File: config.mk
export PLATFORM = sky130hd
export DESIGN_NAME = cs_addr_seq
export DESIGN_NICKNAME = d
export VERILOG_FILES = /design/src/rtl/cs_addr_seq.sv
export SDC_FILE = /design/constraint.sdc
export NUM_CORES = 1
export LEC_CHECK = 0
export BUFFER_PORTS_ARGS = -buffer_cell sky130_fd_sc_hd__buf_2
export CAP_MARGIN = 10
export CORE_MARGIN = 1.5
export CORE_UTILIZATION = 48
export CTS_BUF_LIST = sky130_fd_sc_hd__clkbuf_2 sky130_fd_sc_hd__clkbuf_4 sky130_fd_sc_hd__clkbuf_8
export DETAILED_ROUTE_END_ITERATION = 7
export PLACE_DENSITY = 0.79
export SLEW_MARGIN = 40
export SYNTH_ARGS = -nofsm -noshare
export SYNTH_HDL_FRONTEND = slang
export SYNTH_SLANG_ARGS = --single-unit
File: constraint.sdc
create_clock -name CLK -period 5.6 [get_ports CLK]
set_clock_uncertainty 0.15 [all_clocks]
set_input_delay 0.28 -clock CLK [delete_from_list [all_inputs] [get_ports CLK]]
set_output_delay 0.28 -clock CLK [all_outputs]
set_load 0.005 [all_outputs]
File: src/rtl/cs_addr_seq.sv
// Control-store next-address sequencer: INC/JUMP/BRANCH/CALL/RET with a small
// return-address stack, stall input and a sticky overflow/underflow flag.
module cs_addr_seq #(
    parameter int unsigned ADDR_W      = 11,
    parameter int unsigned STACK_DEPTH = 4
) (
    input  logic              CLK,
    input  logic              RESET,
    input  logic              ACK,
    input  logic [2:0]        OP,
    input  logic [ADDR_W-1:0] TARGET,
    input  logic              COND,
    output logic [ADDR_W-1:0] OUT,
    output logic [4:0]        LEVEL,
    output logic              STACK_EMPTY,
    output logic              STACK_FULL,
    output logic              ERR
);

    localparam int unsigned IDX_W   = (STACK_DEPTH > 1) ? $clog2(STACK_DEPTH) : 1;
    localparam logic [4:0]  DEPTH_L = 5'(STACK_DEPTH);

    typedef enum logic [2:0] {
        OP_INC    = 3'd0,
        OP_JUMP   = 3'd1,
        OP_BRANCH = 3'd2,
        OP_CALL   = 3'd3,
        OP_RET    = 3'd4
    } op_e;

    logic [ADDR_W-1:0] out_q, out_d, inc_addr;
    logic [4:0]        level_q, level_d;
    logic              err_q, err_d;
    logic              push_en;
    logic              stk_empty, stk_full;
    logic [IDX_W-1:0]  push_idx, top_idx;
    logic [ADDR_W-1:0] stack_q [STACK_DEPTH];

    assign inc_addr  = out_q + ADDR_W'(1);
    assign stk_empty = (level_q == 5'd0);
    assign stk_full  = (level_q == DEPTH_L);
    assign push_idx  = level_q[IDX_W-1:0];
    assign top_idx   = IDX_W'(level_q - 5'd1);

    always_comb begin
        out_d   = out_q;
        level_d = level_q;
        err_d   = err_q;
        push_en = 1'b0;
        if (!ACK) begin
            case (OP)
                OP_JUMP:   out_d = TARGET;
                OP_BRANCH: out_d = COND ? TARGET : inc_addr;
                OP_CALL: begin
                    if (!stk_full) begin
                        push_en = 1'b1;
                        level_d = level_q + 5'd1;
                        out_d   = TARGET;
                    end else begin
                        out_d = inc_addr;
                        err_d = 1'b1;
                    end
                end
                OP_RET: begin
                    if (!stk_empty) begin
                        out_d   = stack_q[top_idx];
                        level_d = level_q - 5'd1;
                    end else begin
                        out_d = inc_addr;
                        err_d = 1'b1;
                    end
                end
                default:   out_d = inc_addr;  // INC and reserved opcodes
            endcase
        end
    end

    always_ff @(posedge CLK or posedge RESET) begin
        if (RESET) begin
            out_q   <= '0;
            level_q <= '0;
            err_q   <= 1'b0;
        end else begin
            out_q   <= out_d;
            level_q <= level_d;
            err_q   <= err_d;
        end
    end

    // Storage is not reset: LEVEL alone decides which entries are valid.
    always_ff @(posedge CLK) begin
        if (push_en) begin
            stack_q[push_idx] <= inc_addr;
        end
    end

    assign OUT         = out_q;
    assign LEVEL       = level_q;
    assign STACK_EMPTY = stk_empty;
    assign STACK_FULL  = stk_full;
    assign ERR         = err_q;

endmodule

Word level (Yosys, flattened, before mapping)
Memory sizes are Yosys's and may differ from the RTL's. Cells that the tools add are included.

$add $sub $neg: 3. $mul: 0. Divide/modulo/power cells: 0. Order comparisons: 0. Eq/ne operators: 9. Shift operators: 0. Multiplexer cells: 15. Bitwise gates (word level): 1. Reduce and logical (&&, ||, !) cells: 4.

Operators by type and width (count): $pmux 11 s4 (1); $mux 11 (3); $add 11x1->11 const B (1); $mux 5 (2); $pmux 5 s2 (1); $ne 2x2->1 const B (4); $reduce_and 4->1 (2); $mux 1 (7); $eq 3x2->1 const B (2); $add 5x1->5 const B (1); $eq 5x3->1 const B (1); $logic_not 5->1 (1); $sub 5x1->5 const B (1); $eq 3x1->1 const B (1); $eq 3x3->1 const B (1); $pmux 1 s2 (1); $reduce_bool 2->1 (1); $not 1->1 (1).

Bits in registers: 17. Bits in latches: 0. Memory bits (writable): 44. Bits in read-only memories: 0. Output and inout port bits: 19. Word-level logic and storage cells: 36. Memories kept: 1.

Memories: stack_q (words 4, bits a word 11, read ports 1, clocked after memory_dff 0, wr ports 1, line 37) `logic [ADDR_W-1:0] stack_q [STACK_DEPTH];`.

Logic depth before layout (Yosys ltp)
Gate-level depths: netlist of run 1.

Word-level depth: 6. Depth in mapped cells: 9. Mapped depth without buffers: 6.

Least setup slack after synthesis of run 1
Ideal clock, no wire load.

Kind: register to register. From: register level_q[0], in the netlist LEVEL[0]. To: memory stack_q[3][0], enable pin. Setup time: 349 ps. Data arrival time: 2455 ps. Data required time: 5101 ps. Path slack: 2646 ps. Cell stages (with the launch flop): 9. Path buffers: 2. Period minus slack after synthesis: 2954 ps. Cell sequence: dfrtp_1 > clkbuf_1 > buf_2 > inv_1 > ha_1 > and4bb_4 > or3_1 > nor2_1 > and2_1.

Cells in the longest elaborated chain, start to end: 6.

RTL lines: start, declared (line 32) `logic [4:0] level_q, level_d;`; start signal, assigned (line 85) `level_q <= level_d;`; $eq 5x3->1 (line 41) `assign stk_full = (level_q == DEPTH_L);`; named net STACK_FULL (line 16) `output logic STACK_FULL,`; $mux 1 (line 55) `if (!stk_full) begin`; $mux 1 (line 51) `case (OP)`; $mux 1 (line 50) `if (!ACK) begin`; $mux 1 (line 92) `if (push_en) begin`; $mux 1 (not written as such) (line 93) `stack_q[push_idx] <= inc_addr;`; end, declared (line 37).

The timed path passes the listed nets, and every way through them passes these cells.

Worst setup path after layout of run 1
From: register level_q[0], in the netlist LEVEL[0]. To: memory stack_q[3][1], enable pin.

Cells in the longest elaborated chain, start to end: 6.

RTL lines (line): $eq 5x3->1 (41); $mux 1 (55); $mux 1 (51); $mux 1 (50); $mux 1 (92); $mux 1 (not written as such) (93).

Parallel ways exist; a longest one is shown, timed or not.

==> summary.txt, run 1 <==
CRITICAL PATH
---------------------------------------------------------------------------------
Critical path origin ...............................................     LEVEL[0]
Crit path arrival time .............................................      2.96 ns
Category of the worst setup path launch point ......................         flop
Register-to-register setup slack ...................................      2.47 ns
Capturing point of the worst reg2reg path .......................... stack_q[3][1]
Maximum fanout count along the critical path .......................           17
Worst R2R Start ....................................................     LEVEL[0]
Endpoint class of the critical path ................................         flop
Data required time of the critical path ............................      5.43 ns
Worst Path Class, Setup ............................................ flop to flop
Worst R2R Path Depth ...............................................            6
Critical path endpoint ............................................. stack_q[3][1]

DIE
---------------------------------------------------------------------------------
Vertical die dimension .............................................     80.50 um
Placement row count ................................................           28
Die Width ..........................................................     80.50 um
Starting Density ...................................................       49.27%
Core region area ................................................... 0.005851 mm^2
Boundary pin count .................................................           37
Die outline area ................................................... 0.006479 mm^2

CLOCKING
---------------------------------------------------------------------------------
Post-CTS setup-driven buffer insertion count .......................            0
TritonCTS clock tree ...............................................         done
Clk root buf ....................................................... sky130_fd_sc_hd__clkbuf_8
Maximum number of buffers from clock root to sink ..................            2
Register clock-pin slew on the reported worst setup and hold paths .      0.07 ns
H-tree depth reported by CTS .......................................            3
CTS sink count .....................................................           61
Number of buffers inserted during clock tree synthesis .............            9
Worst-Skew Late Latency ............................................      0.35 ns

DETAILED ROUTING
---------------------------------------------------------------------------------
Antenna-violating nets left ........................................            0
Routed length on met2 ..............................................      3097 um
Average wire length per cell after detail routing ..................     19.59 um
Detailed-route DRC error count .....................................            0
DR top layer .......................................................         met4
DRT Pass-1 Iters ...................................................            4
Final routed wirelength across all metal layers ....................      6309 um
Total via count after detailed routing .............................         1937
DRT iter0 DRCs .....................................................          118
Met3 Wirelength ....................................................       425 um
Wire length on met1 ................................................      2641 um
Post-DR vias/cell ..................................................        6.016

TIMING
---------------------------------------------------------------------------------
Post-route fraction of the period consumed by the critical path ....       55.98%
Crit path time final ...............................................     3.135 ns
Final setup TNS ....................................................         0 ns
RSZ-0062 raised after global routing ...............................        false
Tightest Pin Transition ............................................    0.7154 ns
Final-report hold violation count ..................................            0
Worst relative slew slack ..........................................       52.01%
Maximum achievable frequency .......................................    319.0 MHz
Pins Over Slew Limit ...............................................            0
# setup viols final ................................................            0

PLACEMENT
---------------------------------------------------------------------------------
Cell area after placement .......................................... 0.003131 mm^2
Placed insts .......................................................          305
Port Buffer Count ..................................................           36
GPL Wtd Cong .......................................................       0.7914
Post-DP HPWL .......................................................      4277 um

LOGIC SYNTHESIS
---------------------------------------------------------------------------------
Net count after synthesis ..........................................          226
Post-synthesis instance area ....................................... 0.002883 mm^2
Syn avg cell area ..................................................   14.27 um^2
Main flop type after synthesis ..................................... sky130_fd_sc_hd__edfxtp_1
Sequential-to-total area share from yosys stat .....................       60.59%
Gate count of the mapped netlist ...................................          202
Number of flops mapped to enable cells by yosys ....................           44
Number of distinct library cells after synthesis ...................           42
Number of flip-flops and latches in the synthesized netlist ........           61
Share of synthesized flip-flops with an asynchronous set or reset ..       27.87%
Count of yosys warnings during synthesis ...........................            0

PWR
---------------------------------------------------------------------------------
Leakage power total ................................................     1.212 nW
Pwr per Cell Area .................................................. 442.7 mW/mm^2
Maximum vdd ir drop ................................................     205.2 uV

FINISH
---------------------------------------------------------------------------------
Post-route insts no fill ...........................................          322
Net total in the final layout ......................................          266
Number of inserted filler cells in the final layout ................          474
Top library cells by usage in the layout, fill and taps aside ...... sky130_fd_sc_hd__edfxtp_1 (44), sky130_fd_sc_hd__buf_2 (36), sky130_fd_sc_hd__dfrtp_1 (16)
Synthesis-to-layout area growth ....................................       14.93%
Post-route standard cell area excluding fillers .................... 0.003313 mm^2
Commonest non-fill, non-tap cell in the layout ..................... sky130_fd_sc_hd__edfxtp_1
Number of antenna repair diodes ....................................            0
Fraction of layout instances using a drive strength above 1 ........       29.55%

GRT
---------------------------------------------------------------------------------
Tot GR Track Use ...................................................       21.76%
Via count of the first global-routing pass .........................         1817
Number of antenna violations at the first check in global routing ..            0
Pin count of the biggest net entering global routing ...............           30
Wire length of the first global-routing pass .......................      9804 um
Residual overflow from global routing ..............................            0

WORST HOLD PATH
---------------------------------------------------------------------------------
Worst hold-check path type ......................................... input port to flop

OUTCOME
---------------------------------------------------------------------------------
Result of the run .................................................. complete, no violations

JOB
---------------------------------------------------------------------------------
Number of max-cap violations .......................................            0

-- repair_timing --
action / CTS / global route
setup endpoints to repair: 0 / 0
gates resized for setup: 0 / 0
hold buffers: 1 / 0
endpoints found under the hold margin: 17 / 0
-- how the worst min path moves through the flow --
stage / start / end / slack, ns / cells past startpoint
final: TARGET[2] / OUT[2] / 0.04 / 3
after CTS: TARGET[2] / OUT[2] / 0.03 / 3
after global placement: RESET / LEVEL[4] / 0.30 / 2
after detailed placement: RESET / LEVEL[4] / 0.31 / 2
after global routing: TARGET[1] / OUT[1] / 0.06 / 3
after floorplan: RESET / ERR / 0.06 / 1
-- state kept, by name (all words and copies together) (netlist names) --
name / count
OUT: 11
stack_q: 44
LEVEL: 5
ERR: 1
-- cell usage after synthesis, drive strengths merged, types with 2 or more instances --
| library cell | count | area (um^2) |
|---|---|---|
| mux4 | 11 | 247.7 |
| nand4 | 5 | 31.28 |
| nor3b | 2 | 20.02 |
| o21ai | 3 | 15.01 |
| a32oi | 2 | 17.52 |
| a21oi | 10 | 50.05 |
| xor2 | 4 | 35.03 |
| clkbuf | 6 | 22.52 |
| dfrtp | 17 | 425.4 |
| edfxtp | 44 | 1321 |
| ha | 6 | 75.07 |
| buf | 4 | 18.76 |
| nand2 | 10 | 37.54 |
| nor2b | 8 | 50.05 |
| a22oi | 2 | 15.01 |
| a211o | 3 | 26.28 |
| o2bb2ai | 2 | 17.52 |
| o211ai | 2 | 15.01 |
| and4 | 2 | 17.52 |
| nor3 | 2 | 10.01 |
| and2 | 4 | 25.02 |
| nand3 | 9 | 45.04 |
| a221oi | 11 | 102.6 |
| xnor2 | 6 | 52.55 |
| inv | 6 | 22.52 |
| or4 | 2 | 15.01 |
| nor2 | 4 | 15.01 |
| or3 | 4 | 25.02 |
-- critical path, cell delays in order (launching register included) --
cell and delay (ns):
sky130_fd_sc_hd__dfrtp_2 0.68, sky130_fd_sc_hd__inv_1 0.20, sky130_fd_sc_hd__ha_1 0.28, sky130_fd_sc_hd__and4bb_4 0.24, sky130_fd_sc_hd__or3_1 0.44, sky130_fd_sc_hd__nor2_1 0.21
sky130_fd_sc_hd__and2_1 0.56
-- per-stage QoR --
stage / hold slack [ns] / util (%) / total power [mW] / setup slack [ns]
finish: 0.04013 / 56.63 / 1.467 / 2.465
global route: 0.05595 / 56.63 / 1.540 / 2.264
CTS: 0.02771 / 56.61 / 1.473 / 2.080
detailed placement: 0.3103 / 53.51 / 1.134 / 2.124
global placement: 0.2982 / 53.51 / 1.124 / 2.277
floorplan: 0.05607 / - / 0.9813 / 2.646
-- cell type report --
class                   instances  area, um^2  share of cell area [%]
clock buffers                  10       131.4                   3.965
well taps                      75       93.84                   2.832
multi-input cells             125        1072                   32.36
clock inverters                 6       40.04                   1.208
repair buffers                 39       205.2                   6.193
flip-flops and latches         61        1748                   52.76
inverters                       6       22.52                  0.6798
-- routing by layer --
layer,vias to the layer above,GRT usage [%]
met5,-,0
met4,0,12.07
met3,14,6.023
met2,84,33.28
met1,957,27.93
li1,882,-
-- cells by family after synthesis --
logic type	Yosys count	share of synthesized area [%]
DFF	61	60.59
buffers and inverters	16	2.213
adders and majority gates	6	2.604
xor gates and xnor gates	10	3.038
and+or+nand+nor	58	12.24
muxes	12	8.941
AOI/OAI and AO/OA	39	10.37
-- report_power, final --
group / internal [mW] / switching, mW
logic: 0.225 / 0.225
clock network: 0.164 / 0.174
registers: 0.577 / 0.102
Note: power is estimated with default switching activity, not from simulation.
==> run 2, diff against run 1 <==
Settings changed: PLACE_DENSITY 0.79 to 0.82.
Clock period 5.6 ns to 2.6 ns, I/O delays scaled along.
==> run 2 against run 1 <==
Clock power up 140%. Worst hold slack worse by 0.020 ns. Largest power group unchanged. Routed wire length up 5.6%. Count of clock-buffer cells in the layout up 1. Largest cell class unchanged. Non-clock buffer count up 12. Register-to-register slack worse by 2.4 ns. First-iteration DRC count up 22%. Critical path type unchanged. Sequential share of layout area down 2.2 points. Via count up 1.8%. Setup slack worse by 2.4 ns. Die area unchanged. Sequential power up 110%.
==> summary.txt, run 2 (same netlist as run 1, synthesis figures left out) <==
OUTCOME
---------------------------------------------------------------------------------
Result of the run .................................................. complete, no violations   unchanged

FINISH
---------------------------------------------------------------------------------
Synthesis-to-layout area growth ....................................       19.79%   was 14.93%
Number of antenna repair diodes ....................................            0   unchanged
Number of inserted filler cells in the final layout ................          467   was 474
Fraction of layout instances using a drive strength above 1 ........       30.12%   was 29.55%
Post-route standard cell area excluding fillers .................... 0.003453 mm^2   was 0.003313 mm^2
Top library cells by usage in the layout, fill and taps aside ...... sky130_fd_sc_hd__edfxtp_1 (44), sky130_fd_sc_hd__buf_2 (36), sky130_fd_sc_hd__dfrtp_1 (17)   was sky130_fd_sc_hd__edfxtp_1 (44), sky130_fd_sc_hd__buf_2 (36), sky130_fd_sc_hd__dfrtp_1 (16)
Net total in the final layout ......................................          278   was 266
Utilization of the core after routing ..............................       59.02%   was 56.63%
Most flops, register ...............................................      stack_q   unchanged
Max FFs per register ...............................................           44   unchanged
Post-route insts no fill ...........................................          334   was 322
Commonest non-fill, non-tap cell in the layout ..................... sky130_fd_sc_hd__edfxtp_1   unchanged

PLACEMENT
---------------------------------------------------------------------------------
GPL Wtd Cong .......................................................       0.8631   was 0.7914
Post-place setup slack .............................................   0.08782 ns   was 2.124 ns
Post-DP HPWL .......................................................      4404 um   was 4277 um
Port Buffer Count ..................................................           36   unchanged
Cell area after placement .......................................... 0.003153 mm^2   was 0.003131 mm^2
Placed insts .......................................................          307   was 305

TIMING
---------------------------------------------------------------------------------
Worst Hold Margin ..................................................   0.02033 ns   was 0.04013 ns
Final-report hold violation count ..................................            0   unchanged
Final setup TNS ....................................................         0 ns   unchanged
RSZ-0062 raised after global routing ...............................         true   was false
Post-route fraction of the period consumed by the critical path ....       98.35%   was 55.98%
Pins Over Slew Limit ...............................................            0   unchanged
Crit path time final ...............................................     2.557 ns   was 3.135 ns
Final setup margin .................................................   0.04294 ns   was 2.465 ns
Tightest Pin Transition ............................................    0.7475 ns   was 0.7154 ns
Worst relative slew slack ..........................................       50.11%   was 52.01%
# setup viols final ................................................            0   unchanged
Maximum achievable frequency .......................................    391.1 MHz   was 319.0 MHz

WORST HOLD PATH
---------------------------------------------------------------------------------
Worst hold-check path type ......................................... input port to flop   unchanged
Hold EP ............................................................       OUT[7]   was OUT[2]
Hold depth .........................................................            3   unchanged
Hold path startpoint ...............................................    TARGET[7]   was TARGET[2]

CRITICAL PATH
---------------------------------------------------------------------------------
Worst R2R Start ....................................................     LEVEL[1]   was LEVEL[0]
Register-to-register setup slack ...................................      0.04 ns   was 2.47 ns
Endpoint class of the critical path ................................         flop   unchanged
Data required time of the critical path ............................      2.45 ns   was 5.43 ns
CP top delay family ................................................ simple AND/OR/NAND/NOR gates   unchanged
Crit path arrival time .............................................      2.41 ns   was 2.96 ns
Cell Chain, Critical Path .......................................... inv_1, ha_1, and4bb_4, or3_1, nor2_1, and2_2   was inv_1, ha_1, and4bb_4, or3_1, nor2_1, and2_1
Worst R2R Path Depth ...............................................            6   unchanged
Critical-path top delay cell ....................................... sky130_fd_sc_hd__or3_1   was sky130_fd_sc_hd__dfrtp_2
Buffers and inverters on the worst path ............................            1   unchanged
Longest individual stage delay on the worst path ...................      0.45 ns   was 0.68 ns
Worst Path Class, Setup ............................................ flop to flop   unchanged
Category of the worst setup path launch point ......................         flop   unchanged
Maximum fanout count along the critical path .......................           11   was 17
Capturing point of the worst reg2reg path .......................... stack_q[0][7]   was stack_q[3][1]

DETAILED ROUTING
---------------------------------------------------------------------------------
DRT iter0 DRCs .....................................................          144   was 118
Antenna-violating nets left ........................................            0   unchanged
DRT Pass-1 Iters ...................................................            5   was 4
Average wire length per cell after detail routing ..................     19.95 um   was 19.59 um
Detailed-route DRC error count .....................................            0   unchanged
Final routed wirelength across all metal layers ....................      6662 um   was 6309 um
Post-DR vias/cell ..................................................        5.904   was 6.016
Total via count after detailed routing .............................         1972   was 1937

PWR
---------------------------------------------------------------------------------
Maximum vdd ir drop ................................................     491.8 uV   was 205.2 uV
Pwr per Cell Area .................................................. 956.8 mW/mm^2   was 442.7 mW/mm^2
Leakage power total ................................................     1.279 nW   was 1.212 nW
Total power draw ...................................................     3.304 mW   was 1.467 mW

DIE
---------------------------------------------------------------------------------
Die outline area ................................................... 0.006479 mm^2   unchanged
Core region area ................................................... 0.005851 mm^2   unchanged
Boundary pin count .................................................           37   unchanged
Die Width ..........................................................     80.50 um   unchanged
Starting Density ...................................................       49.27%   unchanged
Placement row count ................................................           28   unchanged
Vertical die dimension .............................................     80.50 um   unchanged

CLOCKING
---------------------------------------------------------------------------------
Post-CTS setup-driven buffer insertion count .......................            0   unchanged
Maximum number of buffers from clock root to sink ..................            2   unchanged
CTS sink count .....................................................           61   unchanged
Register clock-pin slew on the reported worst setup and hold paths .      0.08 ns   was 0.07 ns
H-tree depth reported by CTS .......................................            3   unchanged
Number of buffers inserted during clock tree synthesis .............            9   unchanged
Worst-Skew Late Latency ............................................      0.34 ns   was 0.35 ns
TritonCTS clock tree ...............................................         done   unchanged
Clk root buf ....................................................... sky130_fd_sc_hd__clkbuf_8   unchanged

GRT
---------------------------------------------------------------------------------
Wire length of the first global-routing pass .......................     10300 um   was 9804 um
Via count of the first global-routing pass .........................         1943   was 1817
Number of antenna violations at the first check in global routing ..            0   unchanged
Pin count of the biggest net entering global routing ...............           30   unchanged
Tot GR Track Use ...................................................       22.60%   was 21.76%
Residual overflow from global routing ..............................            0   unchanged

JOB
---------------------------------------------------------------------------------
Number of max-cap violations .......................................            0   unchanged

## run 2: cell count changes in the layout (fill, tap and decap cells not counted), sizes merged
cell,delta
clkinv,-3
dlygate4sd3,+10
bufinv,+1
inv,+1
clkbuf,+1
buf,+2
## run 2: power by group
part,internal [mW],leakage [nW],switching [mW]
Combinational,0.511,0.592,0.569
Sequential,1.24,0.590,0.156
Clock,0.458,0.0976,0.368
Total,2.21,1.28,1.09
## run 2: how the worst max path moves through the flow
stage / startpoint / endpoint / cells after the start
global route: LEVEL[1] / stack_q[0][6] / 6
global placement: LEVEL[1] / OUT[7] / 7
finish: LEVEL[1] / stack_q[0][7] / 6
CTS: LEVEL[1] / stack_q[0][6] / 6
floorplan: LEVEL[0] / stack_q[1][0] / 8
detailed placement: LEVEL[1] / stack_q[0][7] / 6
## run 2: what timing repair did
action,CTS,global route
endpoints found under the setup margin,0,44
hold buffers,11,0
hold endpoints to repair,27,0
gates resized for setup,0,0
## run 2: per-layer routing
metal,vias up,part of all wire (%),track usage (%)
li1,899,-,-
met1,1004,42,29.39
met3,5,5.9,6.023
met4,0,0.80,7.931
met2,64,51,36.55
met5,-,0,0
## run 2: cell type report
cell class / instances / area, um^2 / share of cell area (%)
Tap cell: 75 / 93.84 / 2.717
Timing Repair Buffer: 51 / 320.3 / 9.275
Clock buffer: 11 / 138.9 / 4.022
Multi-Input combinational cell: 125 / 1080 / 31.27
Inverter: 6 / 22.52 / 0.6522
Clock inverter: 5 / 51.30 / 1.486
Sequential cell: 61 / 1747 / 50.58
## run 2: worst reg2reg max path, cell delays in order (launching register included)
cell                       delay (ns)
sky130_fd_sc_hd__dfrtp_1         0.44
sky130_fd_sc_hd__inv_1           0.12
sky130_fd_sc_hd__ha_1            0.23
sky130_fd_sc_hd__and4bb_4        0.24
sky130_fd_sc_hd__or3_1           0.45
sky130_fd_sc_hd__nor2_1          0.21
sky130_fd_sc_hd__and2_2          0.38
==> run 3, diff against run 2 <==
Settings changed: REMOVE_ABC_BUFFERS set to 1.
==> run 3 against run 2 <==
Sequential power about the same. Non-clock buffer count is 3 higher. Power up 0.29%. Setup slack improved by 0.14 ns. Final cell count rose by 0.90%. Largest power group unchanged.
==> summary.txt, run 3 (same netlist as run 1, synthesis figures left out) <==
PWR
---------------------------------------------------------------------------------
Combinational power share ..........................................        32.9%   was 32.7%
Cell-internal power ................................................     2.217 mW   was 2.211 mW
Clock Power Share ..................................................        24.9%   was 25.0%
Maximum vdd ir drop ................................................     434.6 uV   was 491.8 uV
Leakage power total ................................................     1.290 nW   was 1.279 nW
Pwr per Cell Area .................................................. 954.1 mW/mm^2   was 956.8 mW/mm^2
Sequential Power Share .............................................        42.2%   was 42.3%
Total power draw ...................................................     3.314 mW   was 3.304 mW
Psw ................................................................     1.097 mW   was 1.093 mW
Net switching share of the total power .............................       33.09%   was 33.08%

CLOCKING
---------------------------------------------------------------------------------
TritonCTS clock tree ...............................................         done   unchanged
H-tree depth reported by CTS .......................................            3   unchanged
CTS sink count .....................................................           61   unchanged
Number of buffers inserted during clock tree synthesis .............            9   unchanged
Maximum number of buffers from clock root to sink ..................            2   unchanged
Post-CTS setup-driven buffer insertion count .......................            0   unchanged
Register clock-pin slew on the reported worst setup and hold paths .      0.07 ns   was 0.08 ns
Worst-Skew Late Latency ............................................      0.34 ns   about the same
Clk root buf ....................................................... sky130_fd_sc_hd__clkbuf_8   unchanged

DIE
---------------------------------------------------------------------------------
Core region area ................................................... 0.005851 mm^2   unchanged
Die outline area ................................................... 0.006479 mm^2   unchanged
Vertical die dimension .............................................     80.50 um   unchanged
Starting Density ...................................................       49.27%   unchanged
Die Width ..........................................................     80.50 um   unchanged
Boundary pin count .................................................           37   unchanged
Placement row count ................................................           28   unchanged

DETAILED ROUTING
---------------------------------------------------------------------------------
Antenna-violating nets left ........................................            0   unchanged
Final routed wirelength across all metal layers ....................      6450 um   was 6662 um
DRT iter0 DRCs .....................................................          107   was 144
Detailed-route DRC error count .....................................            0   unchanged
Total via count after detailed routing .............................         2000   was 1972
Average wire length per cell after detail routing ..................     19.14 um   was 19.95 um
DRT Pass-1 Iters ...................................................            5   unchanged
Post-DR vias/cell ..................................................        5.935   was 5.904

CRITICAL PATH
---------------------------------------------------------------------------------
Category of the worst setup path launch point ......................         flop   unchanged
Critical path origin ...............................................     LEVEL[1]   unchanged
Crit path arrival time .............................................      2.31 ns   was 2.41 ns
Endpoint class of the critical path ................................         flop   unchanged
Maximum fanout count along the critical path .......................           11   unchanged
Data required time of the critical path ............................      2.49 ns   was 2.45 ns
Worst Path Class, Setup ............................................ flop to flop   unchanged
Worst R2R Start ....................................................     LEVEL[1]   unchanged

FINISH
---------------------------------------------------------------------------------
Top library cells by usage in the layout, fill and taps aside ...... sky130_fd_sc_hd__edfxtp_1 (44), sky130_fd_sc_hd__buf_2 (36), sky130_fd_sc_hd__dfrtp_1 (17)   unchanged
Most flops, register ...............................................      stack_q   unchanged
Fraction of layout instances using a drive strength above 1 ........       30.53%   was 30.12%
Commonest non-fill, non-tap cell in the layout ..................... sky130_fd_sc_hd__edfxtp_1   unchanged
Synthesis-to-layout area growth ....................................       20.49%   was 19.79%
FF+latch area ...................................................... 0.001747 mm^2   unchanged
Utilization of the core after routing ..............................       59.37%   was 59.02%
Number of inserted filler cells in the final layout ................          454   was 467
Net total in the final layout ......................................          281   was 278
Number of antenna repair diodes ....................................            0   unchanged
Max FFs per register ...............................................           44   unchanged
Total area of multi-input combinational cells ...................... 0.001075 mm^2   was 0.001080 mm^2
Post-route standard cell area excluding fillers .................... 0.003473 mm^2   was 0.003453 mm^2

GRT
---------------------------------------------------------------------------------
Residual overflow from global routing ..............................            0   unchanged
Tot GR Track Use ...................................................       22.64%   was 22.60%
Pin count of the biggest net entering global routing ...............           30   unchanged
Number of antenna violations at the first check in global routing ..            0   unchanged
Wire length of the first global-routing pass .......................     10320 um   was 10300 um
Via count of the first global-routing pass .........................         1965   was 1943

TIMING
---------------------------------------------------------------------------------
Final setup margin .................................................    0.1831 ns   was 0.04294 ns
Post-route fraction of the period consumed by the critical path ....       92.96%   was 98.35%
Final setup TNS ....................................................         0 ns   unchanged
# setup viols final ................................................            0   unchanged
Final-report hold violation count ..................................            0   unchanged
Worst relative slew slack ..........................................       53.22%   was 50.11%
Maximum achievable frequency .......................................    413.8 MHz   was 391.1 MHz
RSZ-0062 raised after global routing ...............................        false   was true
Pins Over Slew Limit ...............................................            0   unchanged
Crit path time final ...............................................     2.417 ns   was 2.557 ns
Tightest Pin Transition ............................................    0.6991 ns   was 0.7475 ns

PLACEMENT
---------------------------------------------------------------------------------
GPL Wtd Cong .......................................................       0.8139   was 0.8631
Port Buffer Count ..................................................           36   unchanged
Post-place setup slack .............................................    0.1717 ns   was 0.08782 ns
Cell area after placement .......................................... 0.003176 mm^2   was 0.003153 mm^2
Post-DP HPWL .......................................................      4324 um   was 4404 um

JOB
---------------------------------------------------------------------------------
Number of max-cap violations .......................................            0   unchanged

OUTCOME
---------------------------------------------------------------------------------
Result of the run .................................................. complete, no violations   unchanged

WORST HOLD PATH
---------------------------------------------------------------------------------
Worst hold-check path type ......................................... input port to flop   unchanged
Hold path startpoint ...............................................    TARGET[3]   was TARGET[7]

## run 3: changes by cell type in the layout (fill, tap and decap cells not counted)
cell / change
sky130_fd_sc_hd__clkinvlp_4: +1
sky130_fd_sc_hd__and2_1: +4
sky130_fd_sc_hd__buf_4: +4
sky130_fd_sc_hd__clkinv_1: -1
sky130_fd_sc_hd__clkbuf_4: -1
sky130_fd_sc_hd__clkinv_4: +1
sky130_fd_sc_hd__and2_2: -4
sky130_fd_sc_hd__dlygate4sd3_1: -1
sky130_fd_sc_hd__inv_1: -1
sky130_fd_sc_hd__inv_2: +1
## run 3: cell type report
class | instances | share of cell area (%)
sequential | 61 | 50.29
multi-input combinational | 125 | 30.94
timing repair buffer | 54 | 9.798
clock buffer | 10 | 3.782
tap | 75 | 2.702
clock inverter | 6 | 1.837
inverter | 6 | 0.6484
## run 3: final timing paths
path | endpoint | slack [ns] | depth (start not counted)
worst max-delay path | stack_q[1][5] | 0.18 | 7
max in group asynchronous | OUT[2] | 1.80 | 3
worst max register to register | stack_q[1][5] | 0.18 | 7
worst min register to register | ERR | 0.34 | 1
min in group asynchronous | OUT[10] | 0.19 | 3
worst min-delay path | OUT[3] | 0.01 | 3
## run 3: worst max-delay path, stage by stage (launching register included)
cell and delay (ns):
sky130_fd_sc_hd__dfrtp_1 0.42, sky130_fd_sc_hd__inv_1 0.11, sky130_fd_sc_hd__ha_1 0.23, sky130_fd_sc_hd__and4bb_4 0.24, sky130_fd_sc_hd__or3_1 0.46, sky130_fd_sc_hd__nor2_2 0.17, sky130_fd_sc_hd__and2_1 0.14, sky130_fd_sc_hd__buf_4 0.20
## run 3: routing by layer
metal	global-route usage [%]	routed length, um	vias to the layer above
met5	0	0	-
met4	8.966	98	0
met3	7.614	545	11
met1	28.94	2710	976
li1	-	-	914
met2	35.46	3096	99
## run 3: stage by stage
| stage | instances | hold WS [ns] |
|---|---|---|
| floorplan | 192 | -0.09393 |
| global placement | 311 | 0.1370 |
| detailed placement | 311 | 0.1525 |
| CTS | 337 | 0.0005941 |
| global route | 337 | 0.02439 |
| finish | 337 | 0.01324 |
## run 3: what timing repair did
| action | in CTS | in global routing |
|---|---|---|
| setup endpoints to repair | 0 | 9 |
| hold endpoints to repair | 26 | 0 |
| hold buffers | 10 | 0 |
| gates resized for setup | 0 | 1 |
## run 3: power groups by stage
stage	sequential, mW	clock, mW	combinational [mW]
finish	1.40	0.827	1.09
global route	1.43	0.892	1.19
CTS	1.40	0.837	1.09
detailed placement	1.42	0	1.07
global placement	1.41	0	1.04
floorplan	1.43	0	0.656
